===== config.mk =====
export PLATFORM = sky130hd
export DESIGN_NAME = snn_conv_row_pe
export DESIGN_NICKNAME = d
export VERILOG_FILES = /design/src/rtl/snn_pe_pkg.sv /design/src/rtl/snn_pe_window_dot.sv /design/src/rtl/snn_conv_row_pe.sv
export SDC_FILE = /design/constraint.sdc
export NUM_CORES = 1
export LEC_CHECK = 0
export BUFFER_PORTS_ARGS = -buffer_cell sky130_fd_sc_hd__buf_4
export CAP_MARGIN = 0
export CORE_UTILIZATION = 45
export DETAILED_ROUTE_END_ITERATION = 6
export HOLD_SLACK_MARGIN = 0.03
export PLACE_DENSITY = 0.66
export SETUP_SLACK_MARGIN = 0.3
export SLEW_MARGIN = 5
export SYNTH_ARGS = -nofsm -noshare
export SYNTH_HDL_FRONTEND = slang
export SYNTH_SLANG_ARGS = --single-unit
export TNS_END_PERCENT = 1

===== constraint.sdc =====
create_clock -name clk -period 12.1 [get_ports clk]
set_clock_uncertainty 0.15 [all_clocks]
set_input_delay 1.815 -clock clk [delete_from_list [all_inputs] [get_ports clk]]
set_output_delay 1.815 -clock clk [all_outputs]
set_load 0.01 [all_outputs]

===== src/rtl/snn_pe_pkg.sv =====
// Shared types and packet packing helper for the spike-row convolution PE.
package snn_pe_pkg;

   typedef enum logic [1:0] {
      S_NOFILT   = 2'd0,
      S_WAIT_ROW = 2'd1,
      S_COMPUTE  = 2'd2
   } state_t;

   localparam int unsigned PKT_MAX = 128;

   // Field LSB offsets inside a packet of width packet_w (row/col/ch packed from the MSB down).
   function automatic int unsigned row_lsb(input int unsigned packet_w, input int unsigned addr_w);
      return packet_w - addr_w;
   endfunction

   function automatic int unsigned col_lsb(input int unsigned packet_w, input int unsigned addr_w);
      return packet_w - 2 * addr_w;
   endfunction

   function automatic int unsigned ch_lsb(input int unsigned packet_w, input int unsigned addr_w,
                                          input int unsigned ch_w);
      return packet_w - 2 * addr_w - ch_w;
   endfunction

   function automatic logic [31:0] field_mask(input int unsigned w);
      logic [63:0] m;
      m = (64'd1 << w) - 64'd1;
      return 32'(m);
   endfunction

   // Pad bits between ch and psum stay zero because every field is masked to its width.
   function automatic logic [PKT_MAX-1:0] pack_psum(
      input logic [31:0] row, input logic [31:0] col, input logic [31:0] ch, input logic [31:0] psum,
      input int unsigned packet_w, input int unsigned addr_w, input int unsigned ch_w,
      input int unsigned psum_w);
      logic [PKT_MAX-1:0] p;
      p = '0;
      p = p | (PKT_MAX'(row  & field_mask(addr_w)) << row_lsb(packet_w, addr_w));
      p = p | (PKT_MAX'(col  & field_mask(addr_w)) << col_lsb(packet_w, addr_w));
      p = p | (PKT_MAX'(ch   & field_mask(ch_w))   << ch_lsb(packet_w, addr_w, ch_w));
      p = p | PKT_MAX'(psum & field_mask(psum_w));
      return p;
   endfunction

endpackage


===== src/rtl/snn_pe_window_dot.sv =====
// Combinational masked adder: sums the weights whose spike bit is set in the window.
module snn_window_dot #(
   parameter int unsigned WIDTH    = 8,
   parameter int unsigned FILT_LEN = 5,
   parameter int unsigned PSUM_W   = 13
) (
   input  logic [FILT_LEN*WIDTH-1:0] weights,
   input  logic [FILT_LEN-1:0]       window,
   output logic [PSUM_W-1:0]         psum_c
);

   always_comb begin
      psum_c = '0;
      for (int y = 0; y < int'(FILT_LEN); y++) begin
         if (window[y]) psum_c = psum_c + PSUM_W'(weights[y*WIDTH +: WIDTH]);
      end
   end

endmodule


===== src/rtl/snn_conv_row_pe.sv =====
// Spike-row convolution PE: slides NUM_CH filter rows over one spike row and emits tagged psums.
module snn_conv_row_pe
   import snn_pe_pkg::*;
#(
   parameter int unsigned WIDTH    = 8,
   parameter int unsigned FILT_LEN = 5,
   parameter int unsigned IFMAP_W  = 25,
   parameter int unsigned NUM_CH   = 1,
   parameter int unsigned PSUM_W   = 13,
   parameter int unsigned ADDR_W   = 5,
   parameter int unsigned CH_W     = $clog2(NUM_CH > 1 ? NUM_CH : 2),
   parameter int unsigned PACKET_W = 40
) (
   input  logic                             clk,
   input  logic                             reset,
   input  logic                             filter_valid,
   output logic                             filter_ready,
   input  logic [NUM_CH*FILT_LEN*WIDTH-1:0] filter_data,
   input  logic                             ifmap_valid,
   output logic                             ifmap_ready,
   input  logic [IFMAP_W-1:0]               ifmap_data,
   output logic                             psum_valid,
   input  logic                             psum_ready,
   output logic [PACKET_W-1:0]              psum_data,
   output logic                             busy,
   output logic                             timestep_done
);

   localparam int unsigned COLS = IFMAP_W - FILT_LEN + 1;
   localparam int unsigned ROWS = COLS;
   localparam int unsigned FLW  = FILT_LEN * WIDTH;

   if (PSUM_W < WIDTH + $clog2(FILT_LEN + 1)) begin : g_bad_psum_w
      $error("PSUM_W too narrow for FILT_LEN weights");
   end
   if ((2 ** ADDR_W) < COLS) begin : g_bad_addr_w
      $error("ADDR_W too narrow for column count");
   end
   if (PACKET_W < 2 * ADDR_W + CH_W + PSUM_W) begin : g_bad_packet_w
      $error("PACKET_W too narrow for packet fields");
   end

   state_t                     state;
   logic [NUM_CH*FLW-1:0]      weights;
   logic [IFMAP_W-1:0]         spike_row;
   logic [ADDR_W-1:0]          row_cnt;
   logic [ADDR_W-1:0]          col_cnt;
   logic [CH_W-1:0]            ch_cnt;
   logic                       more;

   logic                       in_wait;
   logic [ADDR_W-1:0]          sel_col;
   logic [CH_W-1:0]            sel_ch;
   logic [IFMAP_W-1:0]         src_row;
   logic [FILT_LEN-1:0]        window;
   logic [FLW-1:0]             ch_weights;
   logic [PSUM_W-1:0]          dot;
   logic                       sel_last;
   logic [ADDR_W-1:0]          nxt_col;
   logic [CH_W-1:0]            nxt_ch;
   logic [PACKET_W-1:0]        packet;

   // Filter wins over a simultaneous spike row.
   assign ifmap_ready = (state == S_WAIT_ROW) && !filter_valid;

   // The first packet of a row is computed straight from ifmap_data so it appears one cycle after accept.
   always_comb begin
      in_wait    = (state == S_WAIT_ROW);
      sel_col    = in_wait ? '0 : col_cnt;
      sel_ch     = in_wait ? '0 : ch_cnt;
      src_row    = in_wait ? ifmap_data : spike_row;
      window     = FILT_LEN'(src_row >> sel_col);
      ch_weights = FLW'(weights >> (32'(sel_ch) * FLW));
      sel_last   = (sel_col == ADDR_W'(COLS - 1)) && (sel_ch == CH_W'(NUM_CH - 1));
      nxt_col    = sel_col;
      nxt_ch     = sel_ch + CH_W'(1);
      if (sel_ch == CH_W'(NUM_CH - 1)) begin
         nxt_ch  = '0;
         nxt_col = sel_col + ADDR_W'(1);
      end
      packet = PACKET_W'(pack_psum(32'(row_cnt), 32'(sel_col), 32'(sel_ch), 32'(dot),
                                   PACKET_W, ADDR_W, CH_W, PSUM_W));
   end

   snn_window_dot #(
      .WIDTH   (WIDTH),
      .FILT_LEN(FILT_LEN),
      .PSUM_W  (PSUM_W)
   ) u_dot (
      .weights(ch_weights),
      .window (window),
      .psum_c (dot)
   );

   always_ff @(posedge clk) begin
      if (reset) begin
         state         <= S_NOFILT;
         filter_ready  <= 1'b0;
         psum_valid    <= 1'b0;
         busy          <= 1'b0;
         timestep_done <= 1'b0;
         psum_data     <= '0;
         row_cnt       <= '0;
         col_cnt       <= '0;
         ch_cnt        <= '0;
         weights       <= '0;
         spike_row     <= '0;
         more          <= 1'b0;
      end else begin
         timestep_done <= 1'b0;
         case (state)
            S_NOFILT: begin
               filter_ready <= 1'b1;
               if (filter_valid && filter_ready) begin
                  weights <= filter_data;
                  row_cnt <= '0;
                  state   <= S_WAIT_ROW;
               end
            end
            S_WAIT_ROW: begin
               filter_ready <= 1'b1;
               if (filter_valid && filter_ready) begin
                  weights <= filter_data;
                  row_cnt <= '0;
               end else if (ifmap_valid && ifmap_ready) begin
                  spike_row    <= ifmap_data;
                  psum_data    <= packet;
                  psum_valid   <= 1'b1;
                  col_cnt      <= nxt_col;
                  ch_cnt       <= nxt_ch;
                  more         <= !sel_last;
                  filter_ready <= 1'b0;
                  busy         <= 1'b1;
                  state        <= S_COMPUTE;
               end
            end
            S_COMPUTE: begin
               if ((!psum_valid || psum_ready) && more) begin
                  psum_data  <= packet;
                  psum_valid <= 1'b1;
                  col_cnt    <= nxt_col;
                  ch_cnt     <= nxt_ch;
                  more       <= !sel_last;
               end else if (psum_valid && psum_ready) begin
                  // Last packet of the row accepted.
                  psum_valid   <= 1'b0;
                  busy         <= 1'b0;
                  filter_ready <= 1'b1;
                  state        <= S_WAIT_ROW;
                  if (row_cnt == ADDR_W'(ROWS - 1)) begin
                     row_cnt       <= '0;
                     timestep_done <= 1'b1;
                  end else begin
                     row_cnt <= row_cnt + ADDR_W'(1);
                  end
               end
            end
            default: state <= S_NOFILT;
         endcase
      end
   end

endmodule


==> run metrics, run 1 <==
Yosys reg bits=104; Relative slew margins=0.2729; post-synthesis xor/xnor area fraction=0.03138; antenna-violating nets left=0; Final Net Count=1052; row count=45; DRT iter0 DRCs=594; first-pass GRT wire length=29100 µm; routed vias/inst=5.544; largest net degree at the start of global routing=98; critical path's most frequent cell=nor2_1; mux contribution to synthesized area=0.08427; Yosys top cell area share=0.2984; max-cap violation count=0; input/output buffers=96; WP data required=12.15 ns; startpoint class of the critical path=primary input; CP max-delay cell=fa_1; storage element area=0.002082 mm²; antenna cells=0; Post-synth top cells=nand2_1 (185), a21oi_1 (107), dfxtp_1 (104), nor2_1 (59); setup bufs post-CTS=0; Yosys cell types=85; CP Capture Type=register; leakage=3.177 nW; Final Max Slew Viols=0; DRC Markers=0; cts repair resizes=0; Max H-tree Level=3; unrepaired setup endpoints after global routing=no; Via Count=6287; fin crit period=8.120 ns; worst path arrival time=8.17 ns; clk_lat worst skew=0.36 ns; compound-gate portion of the synthesized area=0.2236; Mapped Avg Cell Area=7.885 µm²; total congestion overflow=0; worst vdd ir=0.00008381 V; DP Wirelength=12660 µm; CTS root buf=clkbuf_16; CP peak stage delay=0.47 ns; combinational family with the most area after synthesis=compound AO/OA/AOI/OAI gates; period utilisation layout=0.6711; Pre-antenna DRT Iters=5; Fill cells=1547; Max Freq=123.2 MHz; Mapped Cells=885; antenna violations before repair=0; slew at the pin closest to its max-slew limit=1.091 ns; total CTS buffers=9; Starting Density=0.4607; CTS tree=built; layout cells sized above 1=0.1638; Async SR Flop Fraction=0; count leader, synth=nand2_1; die height=126.5 µm; clk sinks=104; hold_buf cts=0; Post-Synth Adder-Cell Area=0.07764; Final setup viols=0; Core ar.=0.01515 mm²; Post-Route WL=17570 µm; placed inst area=0.007650 mm²; I/O pin total=115; Post-Layout Inst Area=0.007971 mm²; RePlAce Congestion=0.8891; WL per Instance=15.50 µm; number of global-route vias before repair=5746; Setup TNS=0 ns; dominant cells by area after synthesis=dfxtp_1 (30%), nand2_1 (10%), a21oi_1 (7.7%); Setup CP Type=primary input to register; Post-synth EDFFs=0; status=completed; simple-gate area share of the yosys netlist=0.2130; Yosys top cell by area=dfxtp_1; post-synthesis sequential area ratio=0.2984; die width=126.5 µm; worst min path class=register to register; crit path max fanout=16; mapped cell area=0.006978 mm²; area grow syn2layout=14.24%; total track usage=0.2273; Hold Vio Cnt, Final=0; Syn. warnings=0; Pwr Density=103.8 mW/mm²; top_reg_cell synth=dfxtp_1; Multi-input gate area=0.004469 mm²; CTS clk-pin slew, worst paths=0.07 ns; Clock Path Buffers=2; die area=0.01601 mm²
[worst paths after layout]
check                  end     startpoint  slack, ns  cells past startpoint
max reg2reg   psum_data[9]       state[1]       4.19                     33
max           psum_data[9]  ifmap_data[6]       3.98                     34
min reg2reg  psum_data[38]  psum_data[38]       0.31                      2
min          psum_data[38]  psum_data[38]       0.31                      2
[final cells by class]
type                    count  share of cell area
clock buffers              12             0.03218
clock inverters             3            0.008162
inverters                  24             0.01130
multi-input cells         700              0.5607
flip-flops and latches    104              0.2612
well taps                 188             0.02951
repair buffers            103             0.09700
[cell families (layout without fill, tap and decap cells)]
family	Yosys count	count (layout)
AOI/OAI and AO/OA	241	241
and+or+nand+nor	331	331
xor gates and xnor gates	25	25
adders and majority gates	41	41
buffers and inverters	98	142
DFF	104	104
other	1	18
muxes	44	44
[per-stage QoR]
step,hold WS [ns],power [mW],std cells,setup slack (ns),utilization
4_1_cts,0.3066,0.8346,1134,4.025,0.5263
2_1_floorplan,0.2834,0.4732,902,4.429,-
3_5_place_dp,0.2971,0.5146,1119,3.680,0.5051
3_3_place_gp,0.2946,0.5137,1119,3.817,0.5051
5_1_grt,0.3293,0.8654,1134,3.243,0.5263
6_report,0.3077,0.8272,1134,3.980,0.5263
[state kept, by name (all words and copies together), names as in the netlist]
signal	cells
state	2
col_cnt	5
filter_ready	1
busy	1
psum_data	22
row_cnt	5
weights	40
spike_row	25
timestep_done	1
more	1
psum_valid	1
[cells in the final DEF, fill, tap and decap left out, drive strengths merged, types with 9 or more instances in the layout]
cell	instances
mux2i	22
xnor2	13
dfxtp	104
nand2b	9
mux2	12
xor2	12
nand3	14
ha	36
conb	18
buf	103
a21oi	107
a211oi	11
o21a	16
nor2b	10
nor2	59
mux4	10
clkbuf	12
inv	23
and2	11
nand2	185
o21ai	33
[layer usage]
layer | share of wire | vias to the layer above | GRT usage
li1 | - | 3203 | -
met3 | 0.044 | 15 | 0.04682
met2 | 0.48 | 147 | 0.3864
met1 | 0.47 | 2922 | 0.2938
met4 | 0.012 | 0 | 0.05670
met5 | 0 | - | 0
[report_power, final]
part	internal (mW)	switching [mW]	total, mW	leakage [nW]
logic	0.0599	0.0813	0.141	2.17
registers	0.355	0.0115	0.367	0.845
clock network	0.191	0.128	0.319	0.159
total	0.606	0.221	0.827	3.18
[worst max-delay path, delay by kind of cell]
kind,cells,cell delay [ns]
multiplexers,3,0.58
AND/OR/NAND/NOR,8,0.78
AO/OA/AOI/OAI,15,3.22
buffers and inverters,3,0.24
adder cells (fa/ha/maj),5,1.54
Power figures use the tool's default switching activity.
==> run 2, diff against run 1 <==
Clock period 12.1 ns to 7.7 ns, I/O delays scaled along.
==> run 2 against run 1 <==
Net effect:
- setup slack worse by 3.3 ns
- routed wire length up 2.8%
- clock power up 43%
- non-clock buffer count up 22
- sequential share of layout area down 0.90 points
- first-iteration DRC count down 3.0%
- combinational power up 69%
- critical path depth up 3
- global-route usage up 0.14 points
- core utilization up 2.0 points
- sequential cell count unchanged
- hold slack about the same
- largest cell class unchanged
==> run metrics, run 2 (synthesis results as in run 1) <==
CP peak stage delay=0.33 ns (-0.14 ns); layout cells sized above 1=0.2064 (+0.04255); fin crit period=7.035 ns; CP Capture Type=register; leakage=3.251 nW (+2.4%); Post-Layout Inst Area=0.008279 mm² (+3.9%); clk_lat worst skew=0.36 ns (about the same); startpoint class of the critical path=primary input; routed vias/inst=5.630 (+1.6%); antenna cells=0 (unchanged); Core ar.=0.01515 mm² (unchanged); die area=0.01601 mm² (unchanged); die height=126.5 µm (unchanged); antenna-violating nets left=0 (unchanged); number of global-route vias before repair=5920 (+3.0%); unrepaired setup endpoints after global routing=no; status=completed; Setup TNS=0 ns (unchanged); max-cap violation count=0 (unchanged); RePlAce Congestion=0.9291 (+4.5%); Max H-tree Level=3 (unchanged); first-pass GRT wire length=29340 µm (+0.83%); Final Max Slew Viols=0 (unchanged); Pwr Density=153.4 mW/mm² (+48%); Hold Vio Cnt, Final=0 (unchanged); crit path max fanout=4 (-12); hold_buf cts=0 (unchanged); die width=126.5 µm (unchanged); WL per Instance=15.61 µm (+0.74%); commonest non-fill, non-tap cell in the layout=nand2_1; Relative slew margins=0.3060 (+0.03311); post-route insts no fill=1157 (+2.0%); DP Wirelength=13000 µm (+2.7%); Finished Core Util=0.5466 (+0.02032); worst path arrival time=7.16 ns (-1.01 ns); WP data required=7.82 ns (-4.33 ns); DRC Markers=0 (unchanged); Overall Power=1.270 mW (+54%); placed inst area=0.007767 mm² (+1.5%); Largest register FFs=40 (unchanged); slew at the pin closest to its max-slew limit=1.038 ns (-0.05218 ns); worst vdd ir=0.0001114 V (+33%); Final WS setup=0.6647 ns (-3.315 ns); CP max-delay cell=o41ai_4; Final setup viols=0 (unchanged); post-placement setup slack=0.1498 ns (-3.530 ns); antenna violations before repair=0 (unchanged); CTS root buf=clkbuf_16; input/output buffers=96 (unchanged); Via Count=6514 (+3.6%); CTS tree=built; most frequent cells in the layout=nand2_1 (185), buf_4 (122), a21oi_1 (105); CTS clk-pin slew, worst paths=0.07 ns (about the same); largest register by flop count=weights; Hold Worst Slack=0.3077 ns (-0.00001900 ns); critical path's most frequent cell=o21a_1; period utilisation layout=0.9137; Final Net Count=1074 (+2.1%); Top Registers=weights: 40 flops, spike_row: 25 flops, psum_data: 22 flops; I/O pin total=115 (unchanged); total CTS buffers=9 (unchanged); row count=45 (unchanged); Setup CP Type=primary input to register; DRT iter0 DRCs=576 (-3.0%); total track usage=0.2287 (+0.001358); worst min path class=register to register; Max Freq=142.1 MHz; Pre-antenna DRT Iters=5 (unchanged); total congestion overflow=0 (unchanged); clk sinks=104 (unchanged); area grow syn2layout=18.65%; Starting Density=0.4607 (unchanged); dpl cells=1133 (+1.3%); largest net degree at the start of global routing=98 (unchanged); Post-Route WL=18060 µm (+2.8%); Clock Path Buffers=2 (unchanged)
## run 2: power by group
group / internal, mW / leakage, nW / total (mW) / switching, mW
logic: 0.106 / 2.26 / 0.238 / 0.132
registers: 0.558 / 0.847 / 0.577 / 0.0189
clock network: 0.233 / 0.144 / 0.455 / 0.222
## run 2: final timing paths
path | from | depth (start not counted) | end | slack, ns
max | ifmap_data[6] | 37 | psum_data[9] | 0.66
min | psum_data[35] | 2 | psum_data[35] | 0.31
max reg2reg | col_cnt[0] | 36 | psum_data[9] | 0.71
min reg2reg | psum_data[35] | 2 | psum_data[35] | 0.31
## run 2: layout make-up
class / instances / area, µm²
multi-input cells: 700 / 4602
fillers: 1491 / 6867
clock buffers: 10 / 239.0
flip-flops and latches: 104 / 2088
well taps: 188 / 235.2
repair buffers: 125 / 972.2
clock inverters: 6 / 52.55
inverters: 24 / 90.09
## run 2: layer usage
layer	vias up	GRT usage	wire length [µm]
li1	3242	-	-
met1	3021	0.3028	8073
met2	214	0.3708	8542
met3	37	0.04260	1024
met4	0	0.08434	420
met5	-	0	0
## run 2: timing repair
action	CTS	global route
setup endpoints to repair	0	4
setup buffers	0	7
gates resized for setup	0	28
## run 2: worst max-delay path, delay by kind of cell
kind	cells	cell delay (ns)
AOI/OAI and AO/OA	18	2.81
adders and majority gates	5	1.27
and+or+nand+nor	9	1.13
buffers and inverters	3	0.32
muxes	1	0.31
xor gates and xnor gates	1	0.16
==> run 3, diff against run 2 <==
Settings changed: CORE_UTILIZATION 45 to 58, PLACE_DENSITY 0.66 to 0.82.
==> run 3 against run 2 <==
Net effect:
- total power increased by 6.4%
- largest power group unchanged
- count of clock-buffer cells in the layout unchanged
- critical endpoint unchanged
- the run now ends with DRC left
- final cell count decreased by 3.6%
- final area increased by 0.73%
- first-iteration DRC count decreased by 16%
==> run metrics, run 3 (synthesis results as in run 1) <==
I/O pin total=115 (unchanged); Pwr Density=162.1 mW/mm² (+5.7%); CTS clk-pin slew, worst paths=0.07 ns (about the same); CTS tree=built; RePlAce Congestion=0.9518 (+2.4%); Final Net Count=1078 (+0.37%); Sw Share=0.2651 (-0.02844); Via Count=6623 (+1.7%); CP max-delay cell=fa_2; number of global-route vias before repair=6049 (+2.2%); Sw Pwr=358.3 µW (-3.9%); worst path arrival time=7.20 ns (+0.04 ns); clock network fraction of total power=0.390 (+0.032); largest net degree at the start of global routing=98 (unchanged); Core ar.=0.01156 mm² (-24%); crit path to=psum_data[9]; Post-Layout Inst Area=0.008339 mm² (+0.73%); clk sinks=104 (unchanged); cell internal pwr=993.2 µW (+11%); Largest register FFs=40 (unchanged); worst vdd ir=0.0001558 V (+40%); WP data required=7.75 ns (-0.07 ns); area grow syn2layout=19.51%; startpoint class of the critical path=primary input; fin crit period=7.149 ns (+0.1136 ns); Final setup viols=0 (unchanged); total track usage=0.2873 (+0.05866); R2R Setup Slk=0.60 ns (-0.11 ns); CP peak stage delay=0.52 ns (+0.19 ns); most frequent cells in the layout=nand2_1 (185), buf_4 (126), a21oi_1 (104); dpl cells=1086 (-4.1%); Clock Path Buffers=2 (unchanged); DRC Markers=12 (+12); first-pass GRT wire length=28880 µm (-1.6%); input/output buffers=96 (unchanged); die width=111.7 µm (-12%); commonest non-fill, non-tap cell in the layout=nand2_1; Setup CP Type=primary input to register; unrepaired setup endpoints after global routing=no; WL per Instance=16.35 µm (+4.7%); leakage=3.301 nW (+1.5%); antenna cells=0 (unchanged); worst reg2reg path depth=33 (-8.3%); post-route insts no fill=1115 (-3.6%); placed inst area=0.007696 mm² (-0.92%); antenna violations before repair=0 (unchanged); DRT iter0 DRCs=482 (-16%); Final Max Slew Viols=0 (unchanged); top layer in use=met4; Pre-antenna DRT Iters=7 (+2); reg2reg start=col_cnt[0]; DP Wirelength=12540 µm (-3.6%); die height=111.7 µm (-12%); M1 WL=7389 µm (-8.5%); Starting Density=0.6034 (+0.1427); Max Freq=139.9 MHz (-1.6%); Top Registers=weights: 40 flops, spike_row: 25 flops, psum_data: 22 flops; die area=0.01247 mm² (-22%); clk_lat worst skew=0.35 ns (about the same); Hold Vio Cnt, Final=0 (unchanged); largest register by flop count=weights; WL met3=1370 µm (+34%); R2R Path End=psum_data[9]; Relative slew margins=0.3123 (+0.006313); crit path max fanout=6 (+2); part of the power in combinational logic=0.183 (-0.005); layout cells sized above 1=0.2171 (+0.01068); row count=39 (-13%); antenna-violating nets left=0 (unchanged); routed vias/inst=5.940 (+5.5%); worst min path class=register to register; Post-Route WL=18230 µm (+0.92%); critical path's most frequent cell=nor2_1; WL met2=8833 µm (+3.4%); Max H-tree Level=3 (unchanged); CTS root buf=clkbuf_16; max-cap violation count=0 (unchanged); CP startpoint=ifmap_data[6]; failing checks=DRC; status=finished with violations; CP Capture Type=register; Fill cells=950 (-36%); period utilisation layout=0.9284 (+0.01476); Setup TNS=0 ns (unchanged); total congestion overflow=0 (unchanged); slew at the pin closest to its max-slew limit=1.031 ns (-0.006954 ns); sequential share of power=0.427 (-0.027); Hold Worst Slack=0.3060 ns (-0.001714 ns); total CTS buffers=9 (unchanged)
==> run 3: changes by cell type in the layout (fill, tap and decap cells not counted), moves of 2 or more <==
cell | previous run | this run
bufinv_16 | 0 | 3
nor2_1 | 57 | 55
inv_6 | 2 | 0
buf_4 | 122 | 126
clkinvlp_4 | 0 | 2
nor2_2 | 2 | 4
clkinv_4 | 4 | 0
==> run 3: timing repair <==
item                       4_1_cts  5_1_grt
buffers inserted                 0       13
gates cloned                     0        1
hold buffers                     0        0
resized for setup                2       35
setup endpoints to repair        3        5
pin swaps                        0        8
==> run 3: area by class of cell <==
class | count | area (µm²) | area share
multi-input cells | 700 | 4642 | 0.5566
flip-flops and latches | 104 | 2088 | 0.2504
repair buffers | 129 | 996.0 | 0.1194
clock buffers | 10 | 239.0 | 0.02866
well taps | 143 | 178.9 | 0.02146
clock inverters | 5 | 105.1 | 0.01260
inverters | 24 | 90.09 | 0.01080
==> run 3: how the worst min path moves through the flow <==
| stage | from | end | slack, ns | depth (start not counted) |
|---|---|---|---|---|
| 2_1_floorplan | spike_row[0] | spike_row[0] | 0.28 | 2 |
| 3_3_place_gp | psum_data[35] | psum_data[35] | 0.29 | 2 |
| 3_5_place_dp | psum_data[38] | psum_data[38] | 0.30 | 2 |
| 4_1_cts | psum_data[38] | psum_data[38] | 0.31 | 2 |
| 5_1_grt | spike_row[0] | spike_row[0] | 0.32 | 2 |
| 6_report | psum_data[38] | psum_data[38] | 0.31 | 2 |
==> run 3: routing by layer <==
| metal | up-vias | track usage |
|---|---|---|
| met1 | 3043 | 0.3488 |
| met4 | 0 | 0.1099 |
| met3 | 61 | 0.06315 |
| li1 | 3245 | - |
| met5 | - | 0 |
| met2 | 274 | 0.4952 |
==> run 3: power groups by stage <==
stage          sequential, mW  clock [mW]  combinational (mW)
2_1_floorplan           0.583           0               0.161
3_3_place_gp            0.586           0               0.221
3_5_place_dp            0.587           0               0.224
4_1_cts                 0.575       0.536               0.227
5_1_grt                 0.578       0.556               0.271
6_report                0.577       0.528               0.247
==> run 3: metrics by stage <==
step	total power, mW	utilization	setup WS [ns]
after CTS	1.337	0.6956	0.3197
after detailed placement	0.8112	0.6655	0.1415
after floorplan	0.7436	-	0.6889
final	1.352	0.7211	0.5510
after global routing	1.406	0.7211	0.1901
after global placement	0.8077	0.6655	0.3545
==> run 3: worst max-delay path: cells and delay by family <==
kind | cells | cell delay [ns]
AO/OA/AOI/OAI | 15 | 2.53
adder cells (fa/ha/maj) | 5 | 1.63
AND/OR/NAND/NOR | 8 | 0.94
multiplexers | 3 | 0.70
buffers and inverters | 3 | 0.22
